File: src/rtl/adpll_pkg.sv
// Shared definitions for the ADPLL loop controller: loop-state encoding, divider and
// statistics widths, and small arithmetic helpers.
package adpll_pkg;

  localparam logic [1:0] LS_IDLE    = 2'd0;
  localparam logic [1:0] LS_ACQUIRE = 2'd1;
  localparam logic [1:0] LS_TRACK   = 2'd2;
  localparam logic [1:0] LS_LOCKED  = 2'd3;

  localparam int DIV_MIN = 4;
  localparam int DIV_W   = 8;
  localparam int STAT_W  = 16;

  typedef enum logic [1:0] {
    ST_IDLE    = LS_IDLE,
    ST_ACQUIRE = LS_ACQUIRE,
    ST_TRACK   = LS_TRACK,
    ST_LOCKED  = LS_LOCKED
  } loop_state_e;

  // The divider cannot run below DIV_MIN, so smaller requests are raised to it.
  function automatic logic [DIV_W-1:0] clamp_div(input logic [DIV_W-1:0] req);
    if (req < DIV_W'(DIV_MIN)) begin
      return DIV_W'(DIV_MIN);
    end else begin
      return req;
    end
  endfunction

  function automatic logic [STAT_W-1:0] sat_inc(input logic [STAT_W-1:0] val);
    if (val == {STAT_W{1'b1}}) begin
      return val;
    end else begin
      return val + STAT_W'(1'b1);
    end
  endfunction

endpackage

File: src/rtl/adpll_rw_filter.sv
// Random-walk filter: saturating signed accumulator of lead/lag samples with a
// threshold-hit flag computed on the post-sample value.
module adpll_rw_filter
  import adpll_pkg::*;
#(
  parameter int AccW = 5
) (
  input  logic            i_clk,
  input  logic            i_rst,
  input  logic            i_clr,
  input  logic            i_sample,
  input  logic            i_up,
  input  logic            i_down,
  input  logic [AccW-1:0] i_thr,
  output logic            o_hit_pos,
  output logic            o_hit_neg
);

  localparam logic signed [AccW-1:0] ACC_ONE = AccW'(1'b1);

  logic signed [AccW-1:0] r_acc;
  logic signed [AccW-1:0] w_acc_nxt;
  logic signed [AccW-1:0] w_thr_pos;
  logic signed [AccW-1:0] w_thr_neg;

  assign w_thr_pos = $signed(i_thr);
  assign w_thr_neg = -$signed(i_thr);

  // Step towards the sample direction, holding at +/-threshold.
  always_comb begin
    w_acc_nxt = r_acc;
    if (i_sample && i_up && !i_down) begin
      if (r_acc < w_thr_pos) begin
        w_acc_nxt = r_acc + ACC_ONE;
      end else begin
        w_acc_nxt = w_thr_pos;
      end
    end else if (i_sample && i_down && !i_up) begin
      if (r_acc > w_thr_neg) begin
        w_acc_nxt = r_acc - ACC_ONE;
      end else begin
        w_acc_nxt = w_thr_neg;
      end
    end else begin
      w_acc_nxt = r_acc;
    end
  end

  assign o_hit_pos = (w_acc_nxt == w_thr_pos);
  assign o_hit_neg = (w_acc_nxt == w_thr_neg);

  // Accumulator register; a clear discards the current sample as well.
  always_ff @(posedge i_clk or posedge i_rst) begin
    if (i_rst) begin
      r_acc <= '0;
    end else if (i_clr) begin
      r_acc <= '0;
    end else begin
      r_acc <= w_acc_nxt;
    end
  end

endmodule

File: src/rtl/adpll_phase_ctrl.sv
// ADPLL loop controller: acquisition/track/lock sequencing, correction pulses with hold-off,
// DividerMax ownership. Define ADPLL_CORR_STATS_EN to add PosCount/NegCount pulse counters.
module adpll_phase_ctrl
  import adpll_pkg::*;
#(
  parameter int TrackThresh = 8,
  parameter int AcqThresh   = 2,
  parameter int HoldOff     = 4,
  parameter int AcqQuiet    = 8,
  parameter int LockCount   = 32,
  parameter int DivDefault  = 48
) (
  input  logic             MainClock,
  input  logic             Reset,
  input  logic             Enable,
  input  logic             PdValid,
  input  logic             Lead,
  input  logic             Lag,
  input  logic             ConfigLoad,
  input  logic [DIV_W-1:0] DividerMaxIn,
  output logic             Positive,
  output logic             Negative,
  output logic [DIV_W-1:0] DividerMax,
  output logic             Locked,
  output logic [1:0]       LoopState
`ifdef ADPLL_CORR_STATS_EN
  ,
  output logic [STAT_W-1:0] PosCount,
  output logic [STAT_W-1:0] NegCount
`endif
);

  localparam int ACC_W   = $clog2(TrackThresh) + 2;
  localparam int HOLD_W  = $clog2(HoldOff + 2);
  localparam int CNT_MAX = (LockCount > AcqQuiet) ? LockCount : AcqQuiet;
  localparam int CNT_W   = $clog2(CNT_MAX + 1);

  loop_state_e       r_state;
  loop_state_e       w_state_nxt;
  logic [CNT_W-1:0]  r_cnt;
  logic [CNT_W-1:0]  w_cnt_nxt;
  logic [HOLD_W-1:0] r_hold;
  logic [DIV_W-1:0]  r_div;
  logic              r_pos;
  logic              r_neg;
  logic              r_locked;
  logic              w_fire_pos;
  logic              w_fire_neg;
  logic              w_fire;
  logic              w_acc_clr;
  logic              w_hit_pos;
  logic              w_hit_neg;
  logic              w_quiet;
  logic [ACC_W-1:0]  w_thr;

  assign w_quiet = (Lead == Lag);
  assign w_thr   = (r_state == ST_ACQUIRE) ? ACC_W'(AcqThresh) : ACC_W'(TrackThresh);
  assign w_fire  = w_fire_pos | w_fire_neg;

  adpll_rw_filter #(.AccW(ACC_W)) u_filter (
    .i_clk     (MainClock),
    .i_rst     (Reset),
    .i_clr     (w_acc_clr),
    .i_sample  (PdValid),
    .i_up      (Lead),
    .i_down    (Lag),
    .i_thr     (w_thr),
    .o_hit_pos (w_hit_pos),
    .o_hit_neg (w_hit_neg)
  );

  // Loop sequencing; r_cnt counts quiet samples in ACQUIRE and samples since the last
  // correction in TRACK/LOCKED (parked at LockCount on LOCKED entry = no recent correction).
  always_comb begin
    w_state_nxt = r_state;
    w_cnt_nxt   = r_cnt;
    w_fire_pos  = 1'b0;
    w_fire_neg  = 1'b0;
    w_acc_clr   = 1'b0;
    if (!Enable) begin
      w_state_nxt = ST_IDLE;
      w_cnt_nxt   = '0;
      w_acc_clr   = 1'b1;
    end else begin
      w_fire_neg = (r_state != ST_IDLE) && (r_hold == '0) && w_hit_pos;
      w_fire_pos = (r_state != ST_IDLE) && (r_hold == '0) && w_hit_neg;
      w_acc_clr  = w_fire_neg | w_fire_pos;
      case (r_state)
        ST_IDLE: begin
          w_state_nxt = ST_ACQUIRE;
          w_cnt_nxt   = '0;
          w_acc_clr   = 1'b1;
        end
        ST_ACQUIRE: begin
          if (PdValid && !w_quiet) begin
            w_cnt_nxt = '0;
          end else if (PdValid && (r_cnt == CNT_W'(AcqQuiet - 1))) begin
            w_state_nxt = ST_TRACK;
            w_cnt_nxt   = '0;
            w_acc_clr   = 1'b1;
          end else if (PdValid) begin
            w_cnt_nxt = r_cnt + CNT_W'(1'b1);
          end else begin
            w_cnt_nxt = r_cnt;
          end
        end
        ST_TRACK: begin
          if (w_fire) begin
            w_cnt_nxt = '0;
          end else if (PdValid && (r_cnt == CNT_W'(LockCount - 1))) begin
            w_state_nxt = ST_LOCKED;
            w_cnt_nxt   = CNT_W'(LockCount);
          end else if (PdValid) begin
            w_cnt_nxt = r_cnt + CNT_W'(1'b1);
          end else begin
            w_cnt_nxt = r_cnt;
          end
        end
        ST_LOCKED: begin
          if (w_fire && (r_cnt < CNT_W'(LockCount))) begin
            w_state_nxt = ST_TRACK;
            w_cnt_nxt   = '0;
          end else if (w_fire) begin
            w_cnt_nxt = '0;
          end else if (PdValid && (r_cnt != CNT_W'(LockCount))) begin
            w_cnt_nxt = r_cnt + CNT_W'(1'b1);
          end else begin
            w_cnt_nxt = r_cnt;
          end
        end
        default: begin
          w_state_nxt = ST_IDLE;
          w_cnt_nxt   = '0;
          w_acc_clr   = 1'b1;
        end
      endcase
    end
  end

  // State, counters, pulse outputs and divider configuration.
  always_ff @(posedge MainClock or posedge Reset) begin
    if (Reset) begin
      r_state  <= ST_IDLE;
      r_cnt    <= '0;
      r_hold   <= '0;
      r_pos    <= 1'b0;
      r_neg    <= 1'b0;
      r_locked <= 1'b0;
      r_div    <= DIV_W'(DivDefault);
    end else begin
      r_state  <= w_state_nxt;
      r_cnt    <= w_cnt_nxt;
      r_pos    <= w_fire_pos;
      r_neg    <= w_fire_neg;
      r_locked <= (w_state_nxt == ST_LOCKED);
      if (!Enable || (r_state == ST_IDLE)) begin
        r_hold <= '0;
      end else if (w_fire) begin
        r_hold <= HOLD_W'(HoldOff);
      end else if (r_hold != '0) begin
        r_hold <= r_hold - HOLD_W'(1'b1);
      end else begin
        r_hold <= r_hold;
      end
      if (ConfigLoad && (r_state == ST_IDLE)) begin
        r_div <= clamp_div(DividerMaxIn);
      end else begin
        r_div <= r_div;
      end
    end
  end

  assign Positive   = r_pos;
  assign Negative   = r_neg;
  assign DividerMax = r_div;
  assign Locked     = r_locked;
  assign LoopState  = r_state;

`ifdef ADPLL_CORR_STATS_EN
  logic [STAT_W-1:0] r_pos_cnt;
  logic [STAT_W-1:0] r_neg_cnt;
  logic              w_acq_entry;

  assign w_acq_entry = (r_state == ST_IDLE) && (w_state_nxt == ST_ACQUIRE);

  // Issued-pulse counters, restarted on each new acquisition.
  always_ff @(posedge MainClock or posedge Reset) begin
    if (Reset) begin
      r_pos_cnt <= '0;
      r_neg_cnt <= '0;
    end else if (w_acq_entry) begin
      r_pos_cnt <= '0;
      r_neg_cnt <= '0;
    end else begin
      r_pos_cnt <= w_fire_pos ? sat_inc(r_pos_cnt) : r_pos_cnt;
      r_neg_cnt <= w_fire_neg ? sat_inc(r_neg_cnt) : r_neg_cnt;
    end
  end

  assign PosCount = r_pos_cnt;
  assign NegCount = r_neg_cnt;
`endif

endmodule

File: config.mk
export PLATFORM = sky130hd
export DESIGN_NAME = adpll_phase_ctrl
export DESIGN_NICKNAME = d
export VERILOG_FILES = /design/src/rtl/adpll_pkg.sv /design/src/rtl/adpll_rw_filter.sv /design/src/rtl/adpll_phase_ctrl.sv
export SDC_FILE = /design/constraint.sdc
export NUM_CORES = 1
export LEC_CHECK = 0
export CORE_MARGIN = 2
export CORE_UTILIZATION = 56
export CTS_CLUSTER_SIZE = 20
export DETAILED_ROUTE_END_ITERATION = 12
export PLACE_DENSITY = 0.81
export REMOVE_ABC_BUFFERS = 1
export SLEW_MARGIN = 20
export SYNTH_ARGS = -nofsm -noshare
export SYNTH_HDL_FRONTEND = slang
export SYNTH_SLANG_ARGS = --single-unit
File: constraint.sdc
create_clock -name MainClock -period 3.25 [get_ports MainClock]
set_input_delay 0.975 -clock MainClock [delete_from_list [all_inputs] [get_ports MainClock]]
set_output_delay 0.975 -clock MainClock [all_outputs]
set_load 0.01 [all_outputs]
* Word-level counts from Yosys, hierarchy flattened
Index checks and enable logic that the tools add are counted.
Storage, ports and cells: ROM bits 0, memories 0, register bits after elaboration 27, input port bits 15, bits in writable memories 0, latch bits 0, output and inout bits 13, logic and storage cells 86
Cells by class: multipliers 0, reduce and logical (&&, ||, !) cells 23, bitwise gates (word level) 2, $lt $le $gt $ge 4, shifts and indexed selects 0, divide/modulo/power cells 0, muxes and demuxes 33, $add $sub $neg 5, equality and inequality tests 11
Operator list (count):
- $mux W6 | 9
- $mux W5 | 5
- $pmux W6 S4 | 1
- $logic_and A1 B1 Y1 | 13
- $mux W2 | 6
- $eq A5 B5 Y1 | 2
- $mux W3 | 3
- $lt A8 B3 Y1 const B | 1
- $mux W8 | 1
- $pmux W2 S4 | 1
- $add A6 B1 Y6 const B | 1
- $eq A2 B2 Y1 const B | 3
- $eq A6 B3 Y1 const B | 1
- $eq A6 B5 Y1 const B | 1
- $lt A6 B6 Y1 const B | 1
- $ne A6 B6 Y1 const B | 1
- $reduce_bool A3 Y1 | 2
- $add A5 B2 Y5 const B | 1
- $gt A5 B5 Y1 | 1
- $lt A5 B5 Y1 | 1
- $mux W1 | 5
- $ne A5 B5 Y1 const B | 1
- $neg A4 Y5 | 1
- $sub A5 B2 Y5 const B | 1
- 11 further kinds | 15

* Longest topological paths before layout
depth after elaboration 16, gate-level depth with buffers 13, gate-level depth less buffers 11

* Cells and area by module
Synthesis repeated with hierarchy kept, for this count alone.
Second synthesis, totals: cell total of the unflattened synthesis 278, area, all modules 2386.0 um^2
By module, submodules not included:
- adpll_phase_ctrl | seq. area each 553.0 um^2, area each 1214.9 um^2, instances 1, cells an instance 128
- adpll_rw_filter | seq. area each 125.1 um^2, area each 1171.1 um^2, instances 1, cells an instance 150

* Least setup slack after synthesis
Ideal clock, no wire load.
path kind input port to flip-flop, start in Lag, end reg r_cnt[0], data required time 3126 ps, cell stages on the path 10, data arrival time 2924 ps, buffers on the path 2, slack 202 ps, library setup time 124 ps, cell sequence buf_6 -> nand3b_4 -> buf_6 -> and2_4 -> a221o_2 -> a31oi_4 -> nand2_1 -> o311ai_0 -> a2111oi_2 -> a211o_1
Between the ends: longest elaborated chain between the ends 12, elaborated cells between the ends (all ways) 24, classes of those cells 4 x eq/ne; 10 x mux; 1 x bitwise; 9 x reduce/logical
RTL lines:
- start: declaration | line adpll_phase_ctrl.sv:18 | input logic Lag,
- $logic_and A1 B1 Y1 (2 in series) | line adpll_rw_filter.sv:38 | end else if (i_sample && i_down && !i_up) begin
- $mux W5 | line adpll_rw_filter.sv:38
- $mux W5 | line adpll_rw_filter.sv:32 | if (i_sample && i_up && !i_down) begin
- $eq A5 B5 Y1, on equally long branches | line adpll_rw_filter.sv:50, adpll_rw_filter.sv:49
- $logic_and A1 B1 Y1, on equally long branches | line adpll_phase_ctrl.sv:86, adpll_phase_ctrl.sv:85
- $mux W1 | line adpll_phase_ctrl.sv:80 | if (!Enable) begin
- $or A1 B1 Y1 | line adpll_phase_ctrl.sv:58 | assign w_fire = w_fire_pos | w_fire_neg;
- $mux W6 or $logic_and A1 B1 Y1 (tied branches) | line adpll_phase_ctrl.sv:123, adpll_phase_ctrl.sv:120
- $mux W6 | line adpll_phase_ctrl.sv:120 | if (w_fire && (r_cnt < CNT_W'(LockCount))) begin
- $pmux W6 S4 | line adpll_phase_ctrl.sv:88 | case (r_state)
- $mux W6 | line adpll_phase_ctrl.sv:80
- end signal: assignment | line adpll_phase_ctrl.sv:152 | r_cnt <= w_cnt_nxt;
- end: declaration | line adpll_phase_ctrl.sv:40 | logic [CNT_W-1:0] r_cnt;
Several ways; a longest one is shown, not always the timed one. A chain may end at the register's enable or synchronous reset.

* Worst setup path in the final report
start reg r_state[1] (netlist: LoopState[1]), end reg r_cnt[4]
Between the ends: longest elaborated chain between the ends 15, elaborated cells between the ends (all ways) 28, classes of those cells 1 x add/sub; 2 x order compare; 6 x eq/ne; 12 x mux; 1 x bitwise; 6 x reduce/logical
RTL lines:
- start: declaration | line adpll_phase_ctrl.sv:38 | loop_state_e r_state;
- start signal: assignment | line adpll_phase_ctrl.sv:151 | r_state <= w_state_nxt;
- $eq A2 B1 Y1 | line adpll_phase_ctrl.sv:57, adpll_phase_ctrl.sv:88
- $mux W4 | line adpll_phase_ctrl.sv:57 | assign w_thr = (r_state == ST_ACQUIRE) ? ACC_W'(AcqThresh) : ACC_W'(TrackThresh);
- $neg A4 Y5 | line adpll_rw_filter.sv:27 | assign w_thr_neg = -$signed(i_thr);
- $gt A5 B5 Y1 | line adpll_rw_filter.sv:39 | if (r_acc > w_thr_neg) begin
- $mux W5 | line adpll_rw_filter.sv:39
- $mux W5 | line adpll_rw_filter.sv:38
- $mux W5 | line adpll_rw_filter.sv:32
- $eq A5 B5 Y1, on equally long branches | line adpll_rw_filter.sv:50, adpll_rw_filter.sv:49
- $logic_and A1 B1 Y1, on equally long branches | line adpll_phase_ctrl.sv:86, adpll_phase_ctrl.sv:85
- $mux W1 | line adpll_phase_ctrl.sv:80
- $or A1 B1 Y1 | line adpll_phase_ctrl.sv:58
- $mux W6 or $logic_and A1 B1 Y1 (tied branches) | line adpll_phase_ctrl.sv:123, adpll_phase_ctrl.sv:120
- $mux W6 | line adpll_phase_ctrl.sv:120
- $pmux W6 S4 | line adpll_phase_ctrl.sv:88
- $mux W6 | line adpll_phase_ctrl.sv:80
Several ways; a longest one is shown, not always the timed one.

==> out/summary.json <==
{
  "outcome": {
    "run_status": "complete, no violations"
  },
  "routing": {
    "detail_route.wl_per_cell_um": 17.4,
    "drt-initial-drc-count": 288,
    "postRouteAntennaNets": 0,
    "drt_drc_violations_left": 0,
    "first_pass_iters": 5,
    "routed-via-count": 2321,
    "routed_wirelength_um": 6360,
    "post_drt_via_cell_ratio": 6.34
  },
  "grt": {
    "grt.total_usage_pct": 30.1,
    "first_global_vias": 2155,
    "grt_max_degree": 28,
    "first_pass_grt_wire_length_um": 10300,
    "antenna_found_initial": 0,
    "globalRoute.totalOverflow": 0
  },
  "critical_path": {
    "cp-end-kind": "flip-flop",
    "regToRegSetupSlack_ns": 0.15,
    "critPathArrivalTime_ns": 3.27,
    "worst-path-max-fanout": 7,
    "r2r_cells": 11,
    "r2r_end": "r_cnt[4]",
    "required_ns": 3.43,
    "start_to_end_type_of_the_worst_setup_path": "reg -> reg",
    "worst_setup_path_start_kind": "flip-flop",
    "reg2reg_from": "LoopState[1]"
  },
  "clock_tree": {
    "clkSlewWorstSetupHoldPaths_ns": 0.10,
    "cts.hold.buffers_added": 0,
    "numClockSinks": 27,
    "cts_htree_levels": 1,
    "total_clock_buffers_created_by_cts": 3,
    "clock_root_buffer": "sky130_fd_sc_hd__clkbuf_8",
    "ctsLongestPathBuffers": 2,
    "cts_tree": "built",
    "clkLatencyLatePin_ns": 0.28
  },
  "timing": {
    "post-route-period-util_pct": 95.3,
    "relSlewSlack_pct": 66.3,
    "achievable-frequency_mhz": 323,
    "period_needed_ns": 3.10,
    "finalHoldViolCount": 0,
    "worst-slew-pin-transition_ns": 0.504,
    "grt_setup_unrepaired": "false",
    "setup_viol": 0,
    "finalHoldWorstSlack_ns": 0.493,
    "totalNegativeSetupSlack_ns": 0,
    "clock-skew-final_ns": 0.00529,
    "slew_violations": 0
  },
  "power": {
    "power.leakage_nw": 1.25,
    "ir_worst_vdd_v": 0.000186,
    "pwrdens_nw_per_um2": 295
  },
  "yosys": {
    "yosys-top-cells-count": "sky130_fd_sc_hd__nand2_1 (28), sky130_fd_sc_hd__dfrtp_1 (25), sky130_fd_sc_hd__nor2_1 (18)",
    "yosys.area.top_type": "sky130_fd_sc_hd__dfrtp_1",
    "synth_cell_types": 68,
    "post_synth.cell_area_avg_um2": 8.68,
    "synth.ff_latch_count": 27,
    "synth_ff_type": "sky130_fd_sc_hd__dfrtp_1",
    "synth_most_common_cell": "sky130_fd_sc_hd__nand2_1",
    "synth_area_um2": 2200,
    "number_of_flops_mapped_to_enable_cells_by_yosys": 0,
    "synth.yosys.warnings": 0,
    "synthTopCellsByArea": "sky130_fd_sc_hd__dfrtp_1 (28%), sky130_fd_sc_hd__ha_1 (5.7%), sky130_fd_sc_hd__nand2_1 (4.8%)",
    "synth_top_area_share_pct": 28.4,
    "yosysSeqAreaShare_pct": 30.8,
    "synth_instances": 254,
    "asyncSetResetFlopFracSynth_pct": 100
  },
  "layout": {
    "area_growth_pct": 30.6,
    "final_net_count": 344,
    "ant_diodes": 0,
    "num-fill-cells": 253,
    "drive_above_1_share_pct": 26.1,
    "layout.core_utilization_pct": 77.5
  },
  "floorplanning": {
    "coreArea_um2": 3720,
    "start_util_pct": 59.3,
    "die_y_um": 66.7,
    "dieArea_um2": 4450,
    "die_width_um": 66.7,
    "number_of_rows_created_at_floorplan": 22,
    "top_level_ports": 28
  },
  "flow_run": {
    "maximum_capacitance_violations": 0
  },
  "hold_path": {
    "hold_path.class": "reg -> reg",
    "min_delay_worst_endpoint": "DividerMax[0]",
    "timing.hold.worst.start": "DividerMax[0]",
    "min_path_cells": 2
  },
  "place": {
    "place_hpwl_um": 4800,
    "portBuffers": 27,
    "globalplace.congestion": 0.919
  }
}
==> cell families after synthesis <==
logic type,Yosys count,share of synthesized area [%]
XOR/XNOR,7,2.78
adder cells (fa/ha/maj),10,5.68
AO/OA/AOI/OAI,74,26.1
AND/OR/NAND/NOR,100,24.1
multiplexers,9,4.37
buffers and inverters,27,6.24
flip-flops,27,30.8
==> layout make-up <==
cell class              instances  area [µm²]  area share [%]
repair buffers                 74         623            21.6
multi-input cells             200        1420            49.3
well taps                      48        60.1            2.09
clock buffers                   3        41.3            1.43
inverters                      13        48.8            1.69
clock inverters                 1        7.51           0.261
flip-flops and latches         27         678            23.5
==> cells in the final DEF, fill, tap and decap left out, drive strengths merged, types with 3 or more instances in the layout <==
cell	count
nor2	19
a2111oi	3
nor3	13
mux2	5
a31oi	6
nand3	8
clkdlybuf4s50	24
nand2	28
mux2i	4
clkbuf	3
a21o	4
a21oi	9
or2	3
buf	47
dfrtp	25
nand3b	5
o21ai	17
xnor2	5
nor2b	3
a21boi	3
nand2b	5
o22ai	3
ha	10
inv	13
==> metrics by stage <==
step	std cells	power (W)	setup slack (ns)	instance area (µm²)
after CTS	363	0.000846	0.0401	2840
final	366	0.000850	0.154	2880
after floorplan	240	0.000505	0.0155	2120
after global routing	366	0.000887	0.0297	2880
after detailed placement	359	0.000644	-0.358	2780
after global placement	359	0.000632	-0.290	2780
==> worst max-delay path by stage <==
stage | startpoint | end | cells past startpoint
6_report | LoopState[1] | r_cnt[4] | 11
5_1_grt | LoopState[1] | r_cnt[4] | 13
4_1_cts | Lag | r_cnt[0] | 9
3_5_place_dp | Lead | u_filter.r_acc[3] | 11
3_3_place_gp | PdValid | r_cnt[4] | 9
2_1_floorplan | LoopState[1] | r_cnt[4] | 11
==> metal layers <==
metal | wire length (µm) | GRT usage [%]
met5 | 0 | 0
met4 | 136 | 7.91
met3 | 489 | 5.07
met2 | 3080 | 49.9
met1 | 2660 | 40.4
==> sequential cells by signal, indices dropped and copies added, names as in the netlist <==
name,cells
Locked,1
Positive,1
LoopState,2
Negative,1
r_hold,3
r_cnt,6
DividerMax,8
u_filter.r_acc,5
==> critical path, stage by stage (launching register included) <==
cell	delay (ns)
sky130_fd_sc_hd__dfrtp_1	0.39
sky130_fd_sc_hd__nand2b_2	0.26
sky130_fd_sc_hd__inv_2	0.10
sky130_fd_sc_hd__ha_1	0.13
sky130_fd_sc_hd__or3b_4	0.41
sky130_fd_sc_hd__a21oi_1	0.20
sky130_fd_sc_hd__a311oi_1	0.09
sky130_fd_sc_hd__o21ai_1	0.31
sky130_fd_sc_hd__and4b_4	0.28
sky130_fd_sc_hd__a211oi_4	0.40
sky130_fd_sc_hd__a2111oi_2	0.10
sky130_fd_sc_hd__a211o_1	0.30
==> what timing repair did <==
action,CTS,global route
resized for setup,5,7
setup endpoints to repair,11,15
gates cloned,0,0
pin swaps,0,1
setup buffers,0,3
==> report_power, final <==
group	leakage [nW]	switching [W]	internal, W	total [W]
combinational	0.871	0.000138	0.000141	0.000279
sequential	0.355	0.0000117	0.000358	0.000369
clock	0.0217	0.000115	0.0000873	0.000202
total	1.25	0.000264	0.000586	0.000850
Note: power is estimated with default switching activity, not from simulation.
